**src/rtl/vector_expand_unit.sv**
```systemverilog
// Scalar-to-vector expansion: turns a stream of scalars into LANES-wide vectors
// by broadcast, pack (gather) or scatter, each tagged with a lane-valid mask.
module vector_expand_unit #(
   parameter  int DATA_WIDTH = 16,
   parameter  int LANES      = 16,
   localparam int LW         = $clog2(LANES)
) (
   input  logic                        clk,
   input  logic                        rst_n,
   input  logic [DATA_WIDTH-1:0]       data_in,
   input  logic                        valid_in,
   output logic                        ready_in,
   input  logic                        flush_in,
   input  logic [2:0]                  expand_type,
   input  logic [LW-1:0]               lane_sel,
   output logic [DATA_WIDTH*LANES-1:0] data_out,
   output logic [LANES-1:0]            lane_mask,
   output logic                        valid_out,
   input  logic                        ready_out,
   output logic [1:0]                  state_dbg,
   output logic [1:0]                  mode_dbg
);

   // Handshake: a beat moves on valid_in && ready_in at a rising edge, a vector
   // on valid_out && ready_out; valid_out never drops before its transfer.
   typedef enum logic [1:0] {S_IDLE = 2'd0, S_FILL = 2'd1, S_OUTPUT = 2'd2} state_t;
   typedef enum logic [1:0] {M_BCAST = 2'd0, M_PACK = 2'd1, M_SCATTER = 2'd2} mode_t;

   localparam int VW = DATA_WIDTH * LANES;

   state_t          state_q;
   mode_t           mode_q;
   logic [LW-1:0]   count_q;
   logic [VW-1:0]   data_q;
   logic [LANES-1:0] mask_q;

   logic [VW-1:0]    scat_vec;
   logic [LANES-1:0] scat_mask;
   logic [VW-1:0]    pack_first;
   logic             last_lane;

   always_comb begin
      scat_vec = '0;
      for (int k = 0; k < LANES; k++) begin
         if (lane_sel == LW'(k)) scat_vec[k*DATA_WIDTH +: DATA_WIDTH] = data_in;
      end
   end

   assign scat_mask  = LANES'(1) << lane_sel;
   assign pack_first = {{(VW-DATA_WIDTH){1'b0}}, data_in};
   assign last_lane  = (count_q == LW'(LANES-1));

   always_ff @(posedge clk or negedge rst_n) begin
      if (!rst_n) begin
         state_q <= S_IDLE;
         mode_q  <= M_BCAST;
         count_q <= '0;
         data_q  <= '0;
         mask_q  <= '0;
      end else begin
         case (state_q)
            S_IDLE: begin
               if (valid_in) begin
                  case (expand_type)
                     3'd1: begin
                        mode_q <= M_PACK;
                        data_q <= pack_first;
                        mask_q <= LANES'(1);
                        if (flush_in) begin
                           state_q <= S_OUTPUT;
                           count_q <= '0;
                        end else begin
                           state_q <= S_FILL;
                           count_q <= LW'(1);
                        end
                     end
                     3'd2: begin
                        mode_q  <= M_SCATTER;
                        data_q  <= scat_vec;
                        mask_q  <= scat_mask;
                        state_q <= S_OUTPUT;
                     end
                     default: begin
                        mode_q  <= M_BCAST;
                        data_q  <= {LANES{data_in}};
                        mask_q  <= '1;
                        state_q <= S_OUTPUT;
                     end
                  endcase
               end
            end
            S_FILL: begin
               // Only pack reaches here, so mode/lane_sel/expand_type are irrelevant.
               if (valid_in) begin
                  data_q[count_q*DATA_WIDTH +: DATA_WIDTH] <= data_in;
                  mask_q[count_q] <= 1'b1;
                  if (last_lane || flush_in) begin
                     state_q <= S_OUTPUT;
                     count_q <= '0;
                  end else begin
                     count_q <= count_q + LW'(1);
                  end
               end
            end
            S_OUTPUT: begin
               if (ready_out) state_q <= S_IDLE;
            end
            default: state_q <= S_IDLE;
         endcase
      end
   end

   assign ready_in  = (state_q != S_OUTPUT);
   assign valid_out = (state_q == S_OUTPUT);
   assign data_out  = data_q;
   assign lane_mask = mask_q;
   assign state_dbg = state_q;
   assign mode_dbg  = mode_q;

endmodule

```
**config.mk**
```make
export PLATFORM = sky130hd
export DESIGN_NAME = vector_expand_unit
export DESIGN_NICKNAME = d
export VERILOG_FILES = /design/src/rtl/vector_expand_unit.sv
export SDC_FILE = /design/constraint.sdc
export NUM_CORES = 1
export LEC_CHECK = 0
export CAP_MARGIN = 20
export CORE_ASPECT_RATIO = 1.25
export CORE_MARGIN = 2
export CORE_UTILIZATION = 45
export CTS_CLUSTER_SIZE = 16
export DETAILED_ROUTE_END_ITERATION = 8
export PLACE_DENSITY = 0.81
export SYNTH_ARGS = -nofsm -noshare
export SYNTH_HDL_FRONTEND = slang
export SYNTH_SLANG_ARGS = --single-unit
```
**constraint.sdc**
```tcl
create_clock -name clk -period 3 [get_ports clk]
set_input_delay 0.6 -clock clk [delete_from_list [all_inputs] [get_ports clk]]
set_output_delay 0.6 -clock clk [all_outputs]
set_load 0.02 [all_outputs]
```
After elaboration in Yosys (flattened, before gate mapping)
Cells that the tools add are included.
Widths: inputs -> output; s select.
{"block": "totals", "reg_bits": 280, "wordCells": 89}
{"block": "op_classes", "bitwise_logic": 1, "n_reduce_logical": 9, "n_eq_ne": 26, "shift": 3, "n_addsub": 2, "order_cmp": 2, "mux": 41}
{"cell": "$pmux 256 s2", "n": 2}
{"cell": "$mux 256", "n": 2}
{"cell": "$mux 16", "n": 18}
{"cell": "$bwmux 256", "n": 1}
{"cell": "$shift 16x34->256 const A", "n": 1}
{"cell": "$shiftx 16x34->256", "n": 1}
{"cell": "$pmux 16 s2", "n": 2}
{"cell": "$eq 4x4->1 const B", "n": 9}
{"cell": "$neg 8->34", "n": 1}
{"cell": "$eq 4x3->1 const B", "n": 4}
{"cell": "$mux 4", "n": 4}
{"cell": "$or 16x16->16", "n": 1}
{"cell": "$shl 1x4->16 const A", "n": 1}
{"cell": "$mux 2", "n": 6}
{"cell": "$eq 4x2->1 const B", "n": 2}
{"cell": "$ne 2x2->1 const B", "n": 4}
{"cell": "$pmux 4 s2", "n": 1}
{"cell": "$reduce_and 4->1", "n": 2}
{"cell": "$pmux 2 s3", "n": 1}
{"cell": "$lt 4x5->1 const B", "n": 1}
{"cell": "$add 4x1->4 const B", "n": 1}
{"cell": "$demux 1 s4", "n": 1}
{"cell": "$eq 4x1->1 const B", "n": 1}
{"cell": "$ge 4x1->1 const B", "n": 1}
{"cell": "other kinds (14)", "n": 16}

Longest topological paths before layout
{"block": "logic_depth", "depth_word": 7, "mapped_depth": 11, "depth_no_buf": 7}

Worst setup path before layout
OpenSTA, ideal clock, no wires.
{"block": "synth_path", "path_kind": "reg2reg", "from": "reg count_q[0]", "to": "reg data_q[70], in the netlist data_out[70]", "stages_incl_launch_ff": 11, "t_arrival_ns": 2.728, "synth_period_minus_slack_ns": 2.803, "slack_ns": 0.197, "required_ns": 2.925, "path_cell_list": "dfrtp_1 -> clkbuf_1 -> inv_1 -> ha_1 -> buf_2 -> nor4b_2 -> nand2_1 -> o21ai_1 -> clkbuf_1 -> nand2_1 -> o2bb2ai_2"}
{"block": "synth_via", "elab_chain_len": 5, "word_cells_on_any_way": 6, "classes_between": "1 x add/sub; 2 x shift; 3 x mux"}
{"element": "start, declared", "line_no": "33", "text": "logic [LW-1:0] count_q;"}
{"element": "start signal, assigned", "line_no": "101", "text": "count_q <= count_q + LW'(1);"}
{"element": "$neg 8->34 *", "line_no": "95", "text": "data_q[count_q*DATA_WIDTH +: DATA_WIDTH] <= data_in;"}
{"element": "$shiftx 16x34->256 / $shift 16x34->256 (equally long branches)", "line_no": "95"}
{"element": "$bwmux 256 *", "line_no": "95"}
{"element": "$mux 256 *", "line_no": "94", "text": "if (valid_in) begin"}
{"element": "$pmux 256 s2 *", "line_no": "61", "text": "case (state_q)"}
{"element": "end signal, assigned", "line_no": "67", "text": "data_q <= pack_first;"}
{"element": "end signal, assigned", "line_no": "79", "text": "data_q <= scat_vec;"}
{"element": "end signal, assigned by index", "line_no": "95"}
{"element": "end, declared", "line_no": "34", "text": "logic [VW-1:0] data_q;"}
Mark *: on every way between the ends. The rest lies on a longest branch, timed or not. The select of a mux whose other input is x is not followed.
A chain may end at the register's enable or synchronous reset.

Final worst setup path
{"block": "layout_path", "from": "reg state_q[0], in the netlist state_dbg[0]", "to": "out ready_in"}
{"block": "layout_via", "elab_chain_len": 1}
{"element": "start, declared", "line_no": "31", "text": "state_t state_q;"}
{"element": "start signal, assigned", "line_no": "55", "text": "state_q <= S_IDLE;"}
{"element": "start signal, assigned", "line_no": "70", "text": "state_q <= S_OUTPUT;"}
{"element": "start signal, assigned", "line_no": "73", "text": "state_q <= S_FILL;"}
{"element": "$ne 2x2->1", "line_no": "113", "text": "assign ready_in = (state_q != S_OUTPUT);"}
{"element": "end, declared", "line_no": "12", "text": "output logic ready_in,"}
Every way passes these cells.

==> results.md <==
- TritonRoute pass-1 iters: 5
- CP Max Fanout: 17
- Post-synth EDFFs: 0
- Die width: 153 um
- Port bufs: 305
- Syn. warnings: 0
- Critical Path End Type: output port
- CP Cell Sequence: buf_4, nand2b_1, clkdlybuf4s50_1
- Worst slew pin tran: 1.09 ns
- Final instance area: 17300 sq um
- Syn nets: 1241
- Post-synth top flop: dfrtp_1
- Initial Util: 0.454
- Worst R2R Path Depth: 7
- Clk Latency, worst-skew pair: 0.56 ns
- Post-Place Setup Slack: -0.0294 ns
- Slowest-stage cell, CP: clkdlybuf4s50_1
- DR vias/cell: 5.56
- Global-route usage over all layers: 0.276
- Remaining DRCs: 0
- Final setup viols: 0
- TritonCTS Buffers: 28
- Crit path kind: reg -> out
- Area leader, netlist: dfrtp_1
- Fin crit share: 0.938
- CP Data Required Time: 2.40 ns
- Relative slew margins: 0.273
- Diodes inserted: 0
- Clock root buffer: clkbuf_16
- Core area: 27400 sq um
- Row count: 68
- Die height: 190 um
- Tmin final: 2.81 ns
- Filler instances: 2135
- Clock sinks: 280
- Ys async rst share: 1.00
- First-pass GRT wire length: 62.9 mm
- Worst r2r dst: data_out[55]
- Fin. Hold Viols: 0
- FF-to-FF setup slack: 0.23 ns
- Number of max-cap violations: 0
- Multi-input gate area in the final layout: 4970 sq um
- Placed cell areas: 16300 sq um
- Yosys cell types: 66
- IO Count: 306
- RR Startpoint: count_q[1]
- Via count: 10600
- Top-count cell post-synth: dfrtp_1
- Fin Setup TNS: 0 ns
- Lkg Pwr: 0.00782 uW
- Pin count of the biggest net entering global routing: 72
- CP Capture Point: ready_in
- Initial antenna violation count: 0
- Syn Inst Count: 1206
- Routed wire per std cell: 21.4 um
- Setup bufs post-CTS: 0
- CP startpoint: state_dbg[0]
- Worst endpoint data arrival time: 2.21 ns
- Post-CTS Hold Buffers: 0
- Layout cells sized above 1: 0.120
- Skew final: 0.0206 ns
- Final nets: 1568
- Top cells by count, synth: dfrtp_1, nand2_1, nor2_1
- Status: complete, no violations
- Routability Congestion: 0.974
- Routed Wire Length: 40.8 mm
- CTS tree: built
- H-tree Lvls: 1
- First DRT Iteration DRCs: 826
- Max VDD drop: 0.596 mV
- Mapped Area: 12400 sq um
- Seq/Total Area, Yosys: 0.563
- Vias in the first global route: 10700
- Count of cells resized by post-cts repair: 0
- Grt total ovfl: 0
- Synth top area share: 0.563
- Worst-case clock buffer depth: 3
- Slowest cell delay on critical path: 0.62 ns
- Setup WS post-layout: 0.185 ns
- Register area: 7010 sq um
- Cell Pwr Density: 859 nW/um^2
- ANT nets after route: 0
- Top cells by area, synth: dfrtp_1, mux2i_1, nand2_1
- Unrepaired setup endpoints after global routing: no
- Full die area: 29000 sq um
- Area Overhead vs Synth: 38.9%
- Peak Freq: 355 MHz
- Max-slew violations: 0
- CP Launch Type: flop
- Final Non-Filler Cells: 1905
- Post-synthesis sequential element count: 280
- Syn_area_per_cell: 10.3 sq um
- HPWL Detailed: 28.1 mm
- HP Class: in -> async
- Worst hold slack: 0.00135 ns
- Total placed cells including tap cells: 1849
- Clock-pin slew on the worst setup and hold paths: 0.06 ns
==> critical path: cells and delay by family (launching register included) <==
| family | cells | cell delay (ns) |
|---|---|---|
| simple gates | 1 | 0.18 |
| flops | 1 | 0.58 |
| buf+inv | 2 | 0.92 |
==> kinds of logic (layout without fill, tap and decap cells) <==
| family | after synthesis | count (layout) | synth area share |
|---|---|---|---|
| AND/OR/NAND/NOR | 441 | 441 | 0.150 |
| flip-flops | 280 | 280 | 0.563 |
| XOR/XNOR | 2 | 2 | 0.00141 |
| adder cells (fa/ha/maj) | 7 | 7 | 0.00703 |
| AO/OA/AOI/OAI | 257 | 257 | 0.148 |
| multiplexers | 114 | 114 | 0.0919 |
| buffers and inverters | 105 | 454 | 0.0389 |
==> sequential cells by signal, indices dropped and copies added (netlist names) <==
signal and flops:
lane_mask 16, count_q 4, state_dbg 2, data_out 256, mode_dbg 2
==> area by class of cell <==
type,instances,share of cell area
sequential,280,0.405
multi-input combinational,821,0.287
timing repair buffer,396,0.225
clock buffer,34,0.0436
tap,350,0.0253
clock inverter,18,0.0115
inverter,6,0.00130
==> routing by layer <==
metal,GRT usage,wire (um),vias to the layer above
met5,0,0,-
met1,0.344,15800,5243
met2,0.462,20000,473
met3,0.0663,3330,119
met4,0.114,1770,0
li1,-,-,4764
==> power by group <==
| group | switching [uW] | total, uW | internal (uW) |
|---|---|---|---|
| clock | 1520 | 3580 | 2060 |
| combinational | 3180 | 5830 | 2640 |
| sequential | 653 | 5440 | 4790 |
| total | 5360 | 14900 | 9490 |
==> metrics by stage <==
stage / utilization / total power, uW
after floorplan: - / 8240
after global placement: 0.594 / 11200
after detailed placement: 0.595 / 11300
after CTS: 0.629 / 14900
after global routing: 0.631 / 15500
final: 0.631 / 14900
==> cells in the final DEF (no fill, tap or decap), types with 3 or more instances in the layout <==
cell / netlist / routed
clkdlybuf4s50_1: 0 / 304
dfrtp_1: 280 / 280
nand2_1: 251 / 251
nor2_1: 132 / 132
mux2i_1: 112 / 112
o21ai_0: 82 / 82
buf_4: 8 / 77
o2bb2ai_1: 54 / 54
a21oi_1: 32 / 29
clkbuf_16: 0 / 28
o21ai_1: 25 / 25
nand2b_1: 11 / 11
clkinv_2: 0 / 11
buf_12: 0 / 11
o2bb2ai_2: 10 / 10
nor3_1: 8 / 8
a21oi_2: 5 / 8
ha_1: 7 / 7
inv_1: 6 / 6
o22a_1: 6 / 6
nand3_1: 5 / 5
o21a_1: 5 / 5
a211oi_1: 4 / 4
a31oi_1: 4 / 4
nor2b_1: 3 / 3
o21ai_2: 3 / 3
or3b_1: 3 / 3
a221oi_2: 3 / 3
a211oi_2: 3 / 3
nor4_1: 3 / 3
o22ai_1: 3 / 3
bufinv_16: 0 / 3
clkbuf_8: 0 / 3
clkbuf_1: 58 / 3
buf_8: 0 / 3
==> worst min-delay path by stage <==
stage,endpoint,start,slack [ns]
2_1_floorplan,count_q[0],rst_n,0.30
3_3_place_gp,data_out[1],data_out[1],0.46
3_5_place_dp,mode_dbg[0],mode_dbg[0],0.47
4_1_cts,data_out[134],rst_n,0.01
5_1_grt,data_out[232],rst_n,0.04
6_report,data_out[232],rst_n,0.001
Power figures use the tool's default switching activity.
